### src/rtl/fpcvt_pkg.sv
// Shared types and constants for the sequential two's-complement to
// small-float converter.
package fpcvt_pkg;

  localparam int TC_W = 12;
  localparam int SM_W = 11;
  localparam int E_W  = 3;
  localparam int F_W  = 4;

  localparam logic [E_W-1:0]  E_MAX    = 3'd7;
  localparam logic [F_W-1:0]  F_MAX    = 4'd15;
  localparam logic [F_W-1:0]  F_RENORM = 4'd8;
  localparam logic [TC_W-1:0] TC_MIN   = 12'h800;

  typedef enum logic [1:0] {
    IDLE  = 2'd0,
    NORM  = 2'd1,
    ROUND = 2'd2,
    DONE  = 2'd3
  } state_t;

endpackage

### src/rtl/fpcvt_tctsm.sv
// Two's-complement to sign-magnitude. The most negative code has no
// 11-bit magnitude, so it clamps to the largest one (2047).
module fpcvt_tctsm
  import fpcvt_pkg::*;
(
  input  logic [TC_W-1:0] tc,
  output logic            sign,
  output logic [SM_W-1:0] mag
);

  // Negate negative inputs, clamp the one unrepresentable code.
  always_comb begin
    sign = tc[TC_W-1];
    mag  = tc[SM_W-1:0];
    if (tc == TC_MIN) begin
      mag = '1;
    end else if (tc[TC_W-1]) begin
      mag = ~tc[SM_W-1:0] + 11'd1;
    end
  end

endmodule

### src/rtl/fpcvt_seq.sv
// Sequential converter: 12-bit two's complement -> sign, 3-bit exponent,
// 4-bit significand (value = F * 2^E), one bit-shift per NORM cycle.
//
// Handshake: a sample is taken on a clock edge where in_valid && in_ready;
// in_ready is high only in IDLE and never while rst_n is low. A result is
// presented with out_valid high and held unchanged until an edge where
// out_ready is high; out_ready while out_valid is low is ignored.
module fpcvt_seq
  import fpcvt_pkg::*;
(
  input  logic            clk,
  input  logic            rst_n,
  input  logic            in_valid,
  input  logic [TC_W-1:0] in_tc,
  output logic            in_ready,
  output logic            out_valid,
  input  logic            out_ready,
  output logic            out_s,
  output logic [E_W-1:0]  out_e,
  output logic [F_W-1:0]  out_f,
  output logic            out_sat,
  output state_t          dbg_state
);

  state_t          state, state_nxt;
  logic [SM_W-1:0] sh;
  logic [E_W-1:0]  e;
  logic            s;
  logic            sat_in;

  logic            tc_sign;
  logic [SM_W-1:0] tc_mag;

  logic [F_W-1:0]  f_trunc;
  logic            r_bit;
  logic            norm_done;
  logic [F_W-1:0]  rnd_f;
  logic [E_W-1:0]  rnd_e;
  logic            rnd_sat;

  fpcvt_tctsm u_tctsm (
    .tc   (in_tc),
    .sign (tc_sign),
    .mag  (tc_mag)
  );

  assign in_ready  = (state == IDLE) && rst_n;
  assign dbg_state = state;

  // Next-state decode and round-to-nearest of the normalised significand.
  always_comb begin
    state_nxt = state;
    f_trunc   = sh[SM_W-1:SM_W-F_W];
    r_bit     = sh[SM_W-F_W-1];
    norm_done = sh[SM_W-1] || (e == '0);
    rnd_f     = f_trunc;
    rnd_e     = e;
    rnd_sat   = 1'b0;

    if (r_bit) begin
      if (f_trunc != F_MAX) begin
        rnd_f = f_trunc + 4'd1;
      end else if (e != E_MAX) begin
        rnd_f = F_RENORM;
        rnd_e = e + 3'd1;
      end else begin
        rnd_f   = F_MAX;
        rnd_sat = 1'b1;
      end
    end

    case (state)
      IDLE:    if (in_valid)  state_nxt = NORM;
      NORM:    if (norm_done) state_nxt = ROUND;
      ROUND:                  state_nxt = DONE;
      DONE:    if (out_ready) state_nxt = IDLE;
      default:                state_nxt = IDLE;
    endcase
  end

  // State register.
  always_ff @(posedge clk) begin
    if (!rst_n) state <= IDLE;
    else        state <= state_nxt;
  end

  // Datapath: capture, shift-normalise, register the rounded result.
  always_ff @(posedge clk) begin
    if (!rst_n) begin
      sh        <= '0;
      e         <= '0;
      s         <= 1'b0;
      sat_in    <= 1'b0;
      out_valid <= 1'b0;
      out_s     <= 1'b0;
      out_e     <= '0;
      out_f     <= '0;
      out_sat   <= 1'b0;
    end else begin
      case (state)
        IDLE: begin
          if (in_valid) begin
            sh     <= tc_mag;
            e      <= E_MAX;
            s      <= tc_sign;
            sat_in <= (in_tc == TC_MIN);
          end
        end
        NORM: begin
          if (!norm_done) begin
            sh <= {sh[SM_W-2:0], 1'b0};
            e  <= e - 3'd1;
          end
        end
        ROUND: begin
          out_s     <= s;
          out_e     <= rnd_e;
          out_f     <= rnd_f;
          out_sat   <= sat_in || rnd_sat;
          out_valid <= 1'b1;
        end
        DONE: begin
          if (out_ready) out_valid <= 1'b0;
        end
        default: ;
      endcase
    end
  end

endmodule

### config.mk
export PLATFORM = sky130hd
export DESIGN_NAME = fpcvt_seq
export DESIGN_NICKNAME = d
export VERILOG_FILES = /design/src/rtl/fpcvt_pkg.sv /design/src/rtl/fpcvt_tctsm.sv /design/src/rtl/fpcvt_seq.sv
export SDC_FILE = /design/constraint.sdc
export NUM_CORES = 1
export LEC_CHECK = 0
export CAP_MARGIN = 20
export CORE_ASPECT_RATIO = 0.8
export CORE_MARGIN = 1.5
export CORE_UTILIZATION = 40
export CTS_CLUSTER_SIZE = 8
export DETAILED_ROUTE_END_ITERATION = 7
export SYNTH_ARGS = -nofsm -noshare
export SYNTH_HDL_FRONTEND = slang
export SYNTH_SLANG_ARGS = --single-unit
### constraint.sdc
create_clock -name clk -period 4.25 [get_ports clk]
set_input_delay 0.85 -clock clk [delete_from_list [all_inputs] [get_ports clk]]
set_output_delay 0.85 -clock clk [all_outputs]
set_load 0.03 [all_outputs]
==> impl_metrics.csv, run 1 <==
group,metric,value,unit
placed_design,dpl-instance-area,2120,um^2
clock_network,postCtsHoldBufs,0,
timing,rsz0062_at_grt,"false",
layout,utilization,0.512,
synth,syn_inst,222,
global_route,first_global_vias,1496,
worst_setup_path,path_class,"in2out",
layout,instances_no_fill,300,
clock_network,cts_sinks,28,
floorplan,dieArea,4940,um^2
clock_network,cts_setup_buffers,0,
layout,final_layout_size_suffix_gt1_frac,0.0741,
timing,final_hold_viol_count,0,
synth,synth-seq-cells,28,
timing,min_period,3.03,ns
clock_network,cts_resized,0,
pwr,irDropWorstVdd,0.371,mV
worst_setup_path,worst-r2r-setup-slack,1.59,ns
layout,fin_area,2180,um^2
synth,async_reset_ff_frac,0,
synth,synth_ff_type,"dfxtp_1",
synth,ys_seq_area_frac,0.310,
clock_network,cts_tree,"yes",
route,drt_iter0_drc,61,
timing,setup_viol,0,
synth,avgSynthCellArea,8.16,um^2
worst_setup_path,r2r-start,"dbg_state[1]",
route,drt_wl_total,4230,um
route,via_per_inst,5.48,
pwr,clkPwrFrac,0.122,
pwr,p_int,751,uW
min_path,hold_end,"out_sat",
worst_setup_path,crit_path_end_kind,"primary output",
global_route,grt-ovfl-total,0,
global_route,antenna_found_initial,0,
timing,drv_slew,0,
floorplan,start_util,0.425,
pwr,switchingPower,613,uW
pwr,combPwrFrac,0.561,
clock_network,root_buffer,"clkbuf_8",
min_path,holdCritPathClass,"reg2reg",
floorplan,num_io_pins,29,
min_path,holdCritStartpoint,"sat_in",
pwr,report.power.total,1.36,mW
worst_setup_path,cp_max_fo,2,
status,status,"completed",
timing,fmaxAchievable,330,MHz
pwr,powerDensity,626,nW/um^2
layout,areaGrowthSynthToFinish,20.4,%
pwr,power.share.sequential,0.318,
job,drv_cap,0,
synth,yosysUniqueCellTypes,51,
clock_network,cts_max_level,1,
placed_design,dp_cells,296,
route,firstDrtPassIters,4,
worst_setup_path,r2r-end,"sh[8]",
placed_design,dpl_worst_slack,1.20,ns
worst_setup_path,cp.required,3.40,ns
worst_setup_path,worst_setup_path_startpoint,"rst_n",
synth,synth_warnings,0,
worst_setup_path,arrival,2.18,ns
timing,tightest_slew,0.811,ns
placed_design,gp_congestion,0.778,
synth,synth_edf_count,0,
global_route,grt_pass1_wl,7110,um
route,num_vias,1645,
route,routedWlPerCell,14.1,um
min_path,whs_path_depth,2,
route,drc,0,
global_route,grt_max_degree,29,
clock_network,clockBufferDepth,2,
floorplan,die_h,63.2,um
timing,relSlewSlack,0.459,
timing,worst_slack,1.22,ns
floorplan,coreArea,4260,um^2
layout,n_antenna_cell,0,
worst_setup_path,crit_path_start_kind,"input pin",
layout,nFillCells,412,
placed_design,hpwl,3140,um
floorplan,die_w,78.2,um
synth,synth_fp_nets,248,
pwr,p_leak,0.838,nW
clock_network,cts.clk_slew.worst_paths,0.10,ns
timing,post-route-period-util,0.712,
route,final_antenna_net_count,0,
timing,skew,0.00176,ns
placed_design,io_buffers,28,
pwr,p_sw_frac,0.449,
clock_network,worstSkewPairLatency,0.27,ns
synth,synth_area,1810,um^2
timing,whs,0.457,ns
layout,final_nets,270,
floorplan,rows,21,
worst_setup_path,worst_r2r_path_depth,5,
global_route,grt_usage,0.176,
clock_network,numCtsBuffers,3,
timing,finalSetupTns,0,ns
how the worst max path moves through the flow:
stage	to	slack, ns	depth (start not counted)
6_report	in_ready	1.22	3
5_1_grt	in_ready	1.19	3
4_1_cts	in_ready	1.21	3
3_5_place_dp	sh[8]	1.20	7
3_3_place_gp	in_ready	1.21	3
2_1_floorplan	in_ready	2.01	2
sequential cells by signal, summed over array words and instances, names as in the netlist:
| signal | flops |
|---|---|
| dbg_state | 2 |
| out_f | 4 |
| out_sat | 1 |
| out_e | 3 |
| sat_in | 1 |
| out_s | 1 |
| out_valid | 1 |
| s | 1 |
| sh | 11 |
| e | 3 |
cell families after synthesis:
| logic type | Yosys count | synth area share |
|---|---|---|
| muxes | 4 | 0.0221 |
| buffers and inverters | 27 | 0.0622 |
| AOI/OAI and AO/OA | 60 | 0.249 |
| DFF | 28 | 0.310 |
| xor gates and xnor gates | 4 | 0.0194 |
| adders and majority gates | 10 | 0.0691 |
| and+or+nand+nor | 89 | 0.268 |
area by class of cell:
| type | instances | area, um^2 | area share |
|---|---|---|---|
| well taps | 57 | 71.3 | 0.0327 |
| inverters | 12 | 45.0 | 0.0207 |
| flip-flops and latches | 28 | 561 | 0.257 |
| multi-input cells | 167 | 1140 | 0.522 |
| clock buffers | 4 | 55.1 | 0.0253 |
| repair buffers | 32 | 310 | 0.142 |
power by group through the flow:
stage	registers [mW]	logic, mW	clock network (mW)
floorplan	0.479	0.515	0
global placement	0.437	0.762	0
detailed placement	0.438	0.763	0
CTS	0.432	0.765	0.171
global route	0.450	0.842	0.181
finish	0.433	0.765	0.166
layout by cell type, fill, tap and decap left out, types with 2 or more instances in the layout:
cell             instances
nand2_1                 23
nor2_1                  13
clkdlybuf4s50_1         28
a41o_1                   5
nand3_1                  9
o221a_2                  2
a311oi_1                 4
nand4_1                  3
and2_1                   4
a31o_2                   2
dfxtp_1                 28
o21ai_0                  8
nor3b_1                  2
nand3b_1                 2
inv_1                   11
a21oi_1                 13
clkbuf_8                 4
buf_4                    4
nor3_1                   3
o211ai_1                 3
a31oi_1                  6
nor2b_1                  6
nor4_1                   3
a211oi_1                 3
nand2b_1                10
ha_1                    10
o2111ai_1                2
xor2_1                   3
mux2i_1                  4
o22ai_1                  2
o32ai_1                  2
nor4b_1                  3
synth_stat cells, types with 2 or more instances:
master | count | share of area
nand3_1 | 9 | 0.025
a31o_2 | 2 | 0.0097
nand2b_1 | 10 | 0.035
nor3b_1 | 2 | 0.0083
dfxtp_1 | 28 | 0.31
o2111ai_1 | 2 | 0.0097
o21ai_0 | 8 | 0.022
and2_1 | 4 | 0.014
ha_1 | 10 | 0.069
inv_1 | 11 | 0.023
a41o_1 | 5 | 0.028
o22ai_1 | 2 | 0.0069
xor2_1 | 3 | 0.015
nor2b_1 | 6 | 0.021
a311oi_1 | 4 | 0.019
nor4b_1 | 3 | 0.015
clkbuf_1 | 10 | 0.021
nor3_1 | 3 | 0.0083
nand4_1 | 3 | 0.010
mux2i_1 | 4 | 0.022
o211ai_1 | 3 | 0.012
o221a_2 | 2 | 0.012
buf_2 | 3 | 0.0083
a21oi_1 | 13 | 0.036
nand2_1 | 23 | 0.048
nor4_1 | 3 | 0.010
nor2_1 | 13 | 0.027
o32ai_1 | 2 | 0.0097
nand3b_1 | 2 | 0.0083
a211oi_1 | 3 | 0.012
a31oi_1 | 6 | 0.021
critical path, stage by stage:
cell and delay [ns]:
clkdlybuf4s50_1 0.51, and2_1 0.15, clkdlybuf4s50_1 0.66
per-layer routing:
layer / vias to the layer above / GRT usage / share of wire
met2: 12 / 0.277 / 0.43
met3: 2 / 0.0304 / 0.016
li1: 856 / - / -
met1: 775 / 0.254 / 0.55
met4: 0 / 0.0335 / 0.0052
met5: - / 0 / 0
No activity file was read; power rests on OpenSTA's default activity.
==> inputs of run 2 (changes only) <==
Clock period 4.25 ns to 2.6 ns, I/O delays scaled along.
==> run 2 against run 1 <==
Net effect: wire length grew 2.1%; largest power group unchanged; sequential share of layout area shrank 1.0 points; hold slack gained 0.011 ns; clock power grew 110%; via count grew 5.7%; global-route usage grew 1.3 points; sequential cell count is the same.
==> impl_metrics.csv, run 2 (synthesis gave the netlist of run 1 again) <==
group,metric,value,unit
clock_network,worstSkewPairLatency,0.27,ns
layout,multiInputGateArea,1140,um^2
worst_setup_path,cpMaxStageDelayCell,"clkdlybuf4s50_1",
route,via_per_inst,5.61,
route,drt_iter0_drc,83,
worst_setup_path,path_cells,"clkdlybuf4s50_1, inv_1, ha_1, nor4b_2, buf_4, a31o_2, a2111oi_2, o22ai_1",
layout,reg.largest.list,"sh: 11 flops, out_f: 4 flops",
floorplan,num_io_pins,29,
global_route,grt_pass1_wl,7600,um
route,drc,0,
worst_setup_path,crit_path_start_kind,"input pin",
pwr,p_leak,0.896,nW
timing,skew,0.00369,ns
timing,fmaxAchievable,463,MHz
floorplan,start_util,0.425,
clock_network,root_buffer,"clkbuf_8",
timing,finalSetupTns,0,ns
worst_setup_path,cp.required,2.76,ns
global_route,grt_max_degree,29,
placed_design,dpl_worst_slack,0.149,ns
worst_setup_path,arrival,2.32,ns
worst_setup_path,crit_path_end_kind,"flop",
layout,seqCellArea,561,um^2
placed_design,hpwl,3240,um
floorplan,dieArea,4940,um^2
placed_design,gp_congestion,0.814,
global_route,antenna_found_initial,0,
timing,drv_slew,0,
timing,worst_slack,0.439,ns
layout,final_cell_mix,"dfxtp_1 (28), clkdlybuf4s50_1 (27), nand2_1 (23)",
worst_setup_path,path_class,"in2reg",
placed_design,io_buffers,28,
layout,areaGrowthSynthToFinish,25.3,%
pwr,powerDensity,1040,nW/um^2
worst_setup_path,worst-r2r-setup-slack,0.56,ns
floorplan,die_w,78.2,um
worst_setup_path,cp_max_fo,9,
clock_network,postCtsHoldBufs,0,
route,routedWlPerCell,13.9,um
clock_network,cts_max_level,1,
worst_setup_path,cpPeakStageDelay,0.48,ns
timing,relSlewSlack,0.642,
global_route,first_global_vias,1577,
route,num_vias,1739,
job,drv_cap,0,
layout,regMostFlops,"sh",
layout,final_nets,280,
clock_network,cts_tree,"yes",
worst_setup_path,worst_r2r_path_depth,7,
pwr,irDropWorstVdd,0.534,mV
floorplan,rows,21,
route,final_antenna_net_count,0,
timing,final_hold_viol_count,0,
worst_setup_path,worst_setup_path_startpoint,"in_tc[1]",
clock_network,numCtsBuffers,3,
layout,largest_reg_flops,11,
layout,final_layout_size_suffix_gt1_frac,0.115,
global_route,grt-ovfl-total,0,
route,drt_wl_total,4310,um
global_route,grt_usage,0.190,
floorplan,coreArea,4260,um^2
pwr,report.power.total,2.35,mW
status,status,"completed",
worst_setup_path,r2r-end,"sh[8]",
min_path,whs_path_depth,2,
floorplan,die_h,63.2,um
clock_network,cts_setup_buffers,0,
clock_network,cts_sinks,28,
clock_network,cts_resized,0,
timing,rsz0062_at_grt,"false",
layout,layout_commonest_cell,"dfxtp_1",
clock_network,cts.clk_slew.worst_paths,0.10,ns
timing,min_period,2.16,ns
clock_network,clockBufferDepth,2,
timing,setup_viol,0,
timing,tightest_slew,0.532,ns
min_path,holdCritPathClass,"reg2reg",
worst_setup_path,r2r-start,"dbg_state[0]",
route,firstDrtPassIters,4,
layout,nFillCells,435,
worst_setup_path,cp-endpoint,"sh[6]",
layout,n_antenna_cell,0,
timing,post-route-period-util,0.831,
layout,utilization,0.533,
==> run 2: cell count changes in the layout (fill, tap and decap cells not counted), sizes merged <==
cell           change
clkbuf             -1
clkdlybuf4s50      -1
bufinv             +1
buf               +11
==> run 2: layout make-up <==
| type | instances | area share |
|---|---|---|
| Timing Repair Buffer | 42 | 0.169 |
| Tap cell | 57 | 0.0314 |
| Multi-Input combinational cell | 167 | 0.501 |
| Inverter | 12 | 0.0199 |
| Clock inverter | 1 | 0.0132 |
| Clock buffer | 3 | 0.0182 |
| Sequential cell | 28 | 0.247 |
==> run 2: where the power goes <==
part / leakage, nW / total (mW) / internal, mW / switching [mW]
sequential: 0.230 / 0.711 / 0.582 / 0.129
combinational: 0.630 / 1.30 / 0.555 / 0.743
clock: 0.0357 / 0.345 / 0.206 / 0.139
==> run 2: how the worst min path moves through the flow <==
stage            from  slack, ns      end
2_1_floorplan  sat_in       0.42  out_sat
3_3_place_gp        s       0.45        s
3_5_place_dp   sat_in       0.46  out_sat
4_1_cts        sat_in       0.47  out_sat
5_1_grt        sat_in       0.50  out_sat
6_report            s       0.47        s
==> run 2: worst max-delay path: cells and delay by family <==
kind / cells / cell delay (ns)
adder cells (fa/ha/maj): 1 / 0.21
buffers and inverters: 3 / 0.71
AND/OR/NAND/NOR: 1 / 0.17
AO/OA/AOI/OAI: 3 / 0.72
==> run 2: stage by stage <==
step	cell area (um^2)	hold slack (ns)	cells
2_1_floorplan	1810	0.424	222
3_3_place_gp	2200	0.448	306
3_5_place_dp	2200	0.458	306
4_1_cts	2270	0.472	310
5_1_grt	2270	0.505	310
6_report	2270	0.468	310
==> run 2: metal layers <==
metal,up-vias,track usage,wire length (um)
li1,876,-,-
met1,816,0.287,2300
met2,45,0.276,1750
met3,2,0.0449,251
met4,0,0.0290,14
met5,-,0,0
